==> src/rtl/pixel_pattern_gen.sv <==
// Registered test-pattern generator: maps VGA coordinates to a pixel_on bit for one of
// four runtime-selectable patterns. Mode changes are deferred to frame boundaries.
module pixel_pattern_gen #(
    parameter int COORD_W     = 10,
    parameter int H_ACTIVE    = 640,
    parameter int V_ACTIVE    = 480,
    parameter int SPLIT_Y     = 240,
    parameter int SQ_LOG2     = 5,
    parameter int SCROLL_STEP = 1
) (
    input  logic               clk,
    input  logic               rst_n,
    input  logic [COORD_W-1:0] x,
    input  logic [COORD_W-1:0] y,
    input  logic               video_on,
    input  logic               frame_start,
    input  logic [1:0]         mode_sel,
    input  logic               mode_req,
    output logic               pixel_on,
    output logic [1:0]         mode_active,
    output logic [7:0]         frame_cnt
);

    typedef logic [COORD_W-1:0] coord_t;
    typedef logic [COORD_W:0]   wide_t;

    typedef enum logic [1:0] {
        MODE_HSPLIT  = 2'd0,
        MODE_VSPLIT  = 2'd1,
        MODE_CHECKER = 2'd2,
        MODE_BAR     = 2'd3
    } mode_e;

    // Compares run one bit wider so the bar's wrapped distance never overflows.
    localparam wide_t H_ACT_W  = wide_t'(H_ACTIVE);
    localparam wide_t V_ACT_W  = wide_t'(V_ACTIVE);
    localparam wide_t H_HALF_W = wide_t'(H_ACTIVE / 2);
    localparam wide_t SPLIT_W  = wide_t'(SPLIT_Y);
    localparam wide_t BAR_H_W  = wide_t'(2 ** SQ_LOG2);
    localparam wide_t STEP_W   = wide_t'(SCROLL_STEP);

    mode_e      mode_q, mode_d;
    mode_e      pend_mode_q, pend_mode_d;
    logic       pend_valid_q, pend_valid_d;
    coord_t     offset_q, offset_d;
    logic [7:0] fcnt_q, fcnt_d;
    logic       pixel_q, pixel_d;

    wide_t x_w, y_w, off_w, bar_dist, step_sum;
    logic  pattern_on;

    // Pattern evaluation always uses the mode held before this edge, so a
    // boundary switch shows up one clock after frame_start.
    always_comb begin
        // NOTE: every always_comb output gets a default first so no path can infer a latch.
        pattern_on = 1'b0;
        x_w        = {1'b0, x};
        y_w        = {1'b0, y};
        off_w      = {1'b0, offset_q};
        bar_dist   = (y_w >= off_w) ? (y_w - off_w) : (y_w + V_ACT_W - off_w);

        unique case (mode_q)
            MODE_HSPLIT:  pattern_on = (y_w < SPLIT_W);
            MODE_VSPLIT:  pattern_on = (x_w < H_HALF_W);
            MODE_CHECKER: pattern_on = ~(x[SQ_LOG2] ^ y[SQ_LOG2]);
            MODE_BAR:     pattern_on = (bar_dist < BAR_H_W);
            default:      pattern_on = 1'b0;
        endcase

        pixel_d = video_on && (x_w < H_ACT_W) && (y_w < V_ACT_W) && pattern_on;
    end

    always_comb begin
        mode_d       = mode_q;
        pend_mode_d  = pend_mode_q;
        pend_valid_d = pend_valid_q;
        offset_d     = offset_q;
        fcnt_d       = fcnt_q;
        step_sum     = {1'b0, offset_q} + STEP_W;

        if (frame_start) begin
            fcnt_d       = fcnt_q + 8'd1;
            pend_valid_d = 1'b0;
            if (mode_req) begin
                mode_d = mode_e'(mode_sel);
            end else if (pend_valid_q) begin
                mode_d = pend_mode_q;
            end
            // Entering the bar mode restarts the bar at the top of the screen.
            if (mode_d == MODE_BAR && mode_q != MODE_BAR) begin
                offset_d = '0;
            end else begin
                offset_d = coord_t'((step_sum >= V_ACT_W) ? (step_sum - V_ACT_W) : step_sum);
            end
        end else if (mode_req) begin
            pend_mode_d  = mode_e'(mode_sel);
            pend_valid_d = 1'b1;
        end
    end

    // NOTE: sequential state uses non-blocking assignments only, so every flop samples pre-edge values.
    always_ff @(posedge clk or negedge rst_n) begin
        if (!rst_n) begin
            mode_q       <= MODE_HSPLIT;
            pend_mode_q  <= MODE_HSPLIT;
            pend_valid_q <= 1'b0;
            offset_q     <= '0;
            fcnt_q       <= '0;
            pixel_q      <= 1'b0;
        end else begin
            mode_q       <= mode_d;
            pend_mode_q  <= pend_mode_d;
            pend_valid_q <= pend_valid_d;
            offset_q     <= offset_d;
            fcnt_q       <= fcnt_d;
            pixel_q      <= pixel_d;
        end
    end

    assign pixel_on    = pixel_q;
    assign mode_active = mode_q;
    assign frame_cnt   = fcnt_q;

endmodule

==> config.mk <==
export PLATFORM = sky130hd
export DESIGN_NAME = pixel_pattern_gen
export DESIGN_NICKNAME = d
export VERILOG_FILES = /design/src/rtl/pixel_pattern_gen.sv
export SDC_FILE = /design/constraint.sdc
export NUM_CORES = 1
export LEC_CHECK = 0
export ABC_CLOCK_PERIOD_IN_PS = 3000
export CAP_MARGIN = 5
export CORE_MARGIN = 2
export CORE_UTILIZATION = 56
export CTS_BUF_LIST = sky130_fd_sc_hd__clkbuf_4 sky130_fd_sc_hd__clkbuf_8
export DETAILED_ROUTE_END_ITERATION = 12
export PLACE_DENSITY = 0.83
export SYNTH_ARGS = -nofsm -noshare
export SYNTH_HDL_FRONTEND = slang
export SYNTH_SLANG_ARGS = --single-unit
==> constraint.sdc <==
create_clock -name clk -period 3 [get_ports clk]
set_clock_uncertainty 0.05 [all_clocks]
set_input_delay 0.9 -clock clk [delete_from_list [all_inputs] [get_ports clk]]
set_output_delay 0.9 -clock clk [all_outputs]
set_load 0.02 [all_outputs]
==> reports/metrics.csv <==
stage,metric,value,unit
grt,Top Usage Layer GRT,met2,
outcome,status,"complete, no violations",
clock_tree,htree depth,1,
drt,via count,2374,
synth,Post-synth ARST share,100,%
clock_tree,CTS tree,done,
placed_design,"Cell Area, Placed",3100,µm²
clock_tree,Clock Sinks,24,
grt,initial antenna violation count,0,
clock_tree,CTS Buffer Depth,2,
grt,vias in the first global route,2358,
clock_tree,clock transition at the registers of the reported paths,0.09,ns
worst_setup_path,critical path's top delay family,simple AND/OR/NAND/NOR gates,
sta,fin crit share,98.0,%
die,cell row count,24,
clock_tree,Clock Latency Late Sink,0.28,ns
sta,Final Hold Fails,0,
grt,first-pass GRT wire length,10400,µm
power,Peak VDD IR,0.484,mV
final_layout,antenna fix cells,0,
worst_setup_path,flop-to-flop setup slack,0.16,ns
drt,detail-routed via count per cell,5.76,
grt,GRT Total Usage,26.1,%
synth,Syn Area/Cell,8.52,µm²
final_layout,design area,3310,µm²
sta,fmax,340,MHz
drt,drt pass-1 iters,4,
drt,Iter 0 DRT Violations,55,
worst_setup_path,Critical-path top delay cell,or4b_1,
synth,Mapped Area,2450,µm²
power,leakage,1.48,nW
synth,register area share after synthesis,24.5,%
worst_setup_path,CP Launch Type,primary input,
sta,Slew Limit Headroom,66.0,%
drt,detailed-route DRC error count,0,
sta,worst-margin pin slew,0.509,ns
sta,final setup TNS,0,ns
worst_setup_path,Crit. End Element,flop,
worst_setup_path,worst endpoint required time,3.14,ns
sta,Max Slew Vio Count,0,
run,max-cap violation count,0,
synth,"top cells by area, synth","dfrtp_1 (24%), ha_1 (14%), inv_1 (5.0%), nor2_1 (4.6%), nand2_1 (3.5%)",
die,initial core utilization,57.1,%
clock_tree,clock root cell,clkbuf_8,
final_layout,Synth-to-Final Area Change,35.1,%
worst_setup_path,CP bufs+invs,2,
drt,post-route ant nets,0,
final_layout,final core utilization,77.2,%
placed_design,RD Place Congestion,0.861,
synth,synth unique cells,62,
final_layout,Layout Cells excl Fill,412,
synth,Seq cells post-synth,24,
sta,setup violators final,0,
final_layout,layout cell share with drive strength beyond 1,27.8,%
worst_setup_path,crit path capture,pixel_on,
synth,Yosys top cell area share,24.5,%
placed_design,IO Port Bufs,32,
grt,grt ovf,0,
worst_setup_path,Crit Path Max Fanout,3,
die,I/O pin cnt,38,
worst_setup_path,FF-to-FF path depth,12,
worst_setup_path,Worst Setup SP,y[3],
die,core outline area,4290,µm²
clock_tree,hold_buf cts,0,
placed_design,placed insts,405,
die,chip height,70.2,µm
worst_setup_path,crit-path cells,"buf_6, ha_4, inv_2, fa_2, and2_4, a221o_1, a21oi_2, nor2_1, xnor2_1, nand4_1, or4b_1, o311ai_2",
synth,Main synth FF type,dfrtp_1,
grt,met1 usage,32.4,%
drt,final WL,6190,µm
synth,syn nets,345,
synth,Ys Warns,0,
final_layout,most frequent cells in the layout,"buf_4 (42), nor2_1 (28), inv_1 (27), dfrtp_1 (24), clkdlybuf4s50_1 (24)",
sta,Final min period,2.94,ns
final_layout,nets,418,
power,PwrDens,462,nW/µm²
clock_tree,CTS buffer count,3,
grt,met3 Use GR,3.03,%
drt,DR WL/cell,15.0,µm
min_path,Hold/Removal Path Class,flop to flop,
placed_design,Detail Placement HPWL,4610,µm
final_layout,"most common cell after layout, fill and taps aside",buf_4,
grt,grt met2 use,47.3,%
worst_setup_path,Crit path largest cell delay,0.50,ns
worst_setup_path,CP arrival,3.07,ns
sta,RSZ-0062 raised after global routing,yes,
power,total power,1.53,mW
die,die width,70.2,µm
synth,largest area contributor in the netlist,dfrtp_1,
die,die area,4930,µm²
synth,number of enable flip-flop cells after synthesis,0,
worst_setup_path,FF-to-FF Start,offset_q[1],
synth,Synth Instances,288,
grt,largest net degree at the start of global routing,25,
worst_setup_path,endpoint of the worst-slack reg-to-reg timing path,pixel_on,
worst_setup_path,Crit Path Category,primary input to flop,
worst_setup_path,WP depth,12,
synth_stat cells, types with 2 or more instances:
library cell	instances
inv_1	33
nor2_1	30
ha_1	28
dfrtp_1	24
nand2_1	23
a21oi_1	17
o21ai_0	17
xnor2_1	9
nand4_1	6
mux2i_1	5
nand3b_1	5
nor3_1	5
and3_1	4
buf_6	4
mux2_2	4
o211ai_1	4
xor2_1	4
a31oi_1	3
nor2b_1	3
o22ai_1	3
o31ai_1	3
a211o_1	2
a211oi_1	2
a21boi_0	2
a21o_1	2
a221o_1	2
and2_1	2
clkbuf_1	2
fa_1	2
nand2b_1	2
nor4_1	2
o2111ai_1	2
o21a_1	2
o21ai_1	2
cell type report:
cell class / count / area, µm²
multi-input cells: 223 / 1820
fillers: 293 / 980
repair buffers: 75 / 634
flip-flops and latches: 24 / 601
inverters: 34 / 128
well taps: 52 / 65.1
clock buffers: 3 / 41.3
clock inverters: 1 / 30.0
repair_timing:
item                       4_1_cts  5_1_grt
gates resized for setup         29       17
buffers inserted                 2        1
pin swaps                       11       14
setup endpoints to repair        1        2
power by group:
part,switching (mW),internal (mW)
logic,0.361,0.384
registers,0.0941,0.394
clock network,0.119,0.179
total,0.574,0.957
metrics by stage:
step                hold slack, ns  worst slack [ns]
detailed placement           0.406            -0.688
finish                       0.418            0.0609
floorplan                    0.430            0.0130
global placement             0.403            -0.610
global route                 0.431           -0.0640
CTS                          0.423           0.00821
state kept, by name, indices dropped and copies added, names as in the netlist:
name	cells
mode_active	2
pend_mode_q	2
pend_valid_q	1
frame_cnt	8
pixel_on	1
offset_q	10
kinds of logic after synthesis:
kind of cell,count (synthesis),share of synthesized area (%)
multiplexers,9,3.88
AND/OR/NAND/NOR,94,20.6
adder cells (fa/ha/maj),30,15.9
XOR/XNOR,15,6.43
AO/OA/AOI/OAI,75,20.8
buffers and inverters,41,7.90
flip-flops,24,24.5
layer usage:
layer | share of wire (%) | vias to the layer above
met4 | 1.4 | 0
met5 | 0 | -
met2 | 51 | 47
met3 | 2.7 | 9
li1 | - | 1168
met1 | 45 | 1150
worst min-delay path by stage:
| stage | start | endpoint | cells after the start | slack (ns) |
|---|---|---|---|---|
| final | frame_cnt[7] | frame_cnt[7] | 1 | 0.42 |
| after global placement | frame_cnt[7] | frame_cnt[7] | 1 | 0.40 |
| after floorplan | pend_mode_q[0] | pend_mode_q[0] | 1 | 0.43 |
| after detailed placement | frame_cnt[7] | frame_cnt[7] | 1 | 0.41 |
| after global routing | frame_cnt[7] | frame_cnt[7] | 1 | 0.43 |
| after CTS | frame_cnt[7] | frame_cnt[7] | 1 | 0.42 |
Note: power is estimated with default switching activity, not from simulation.
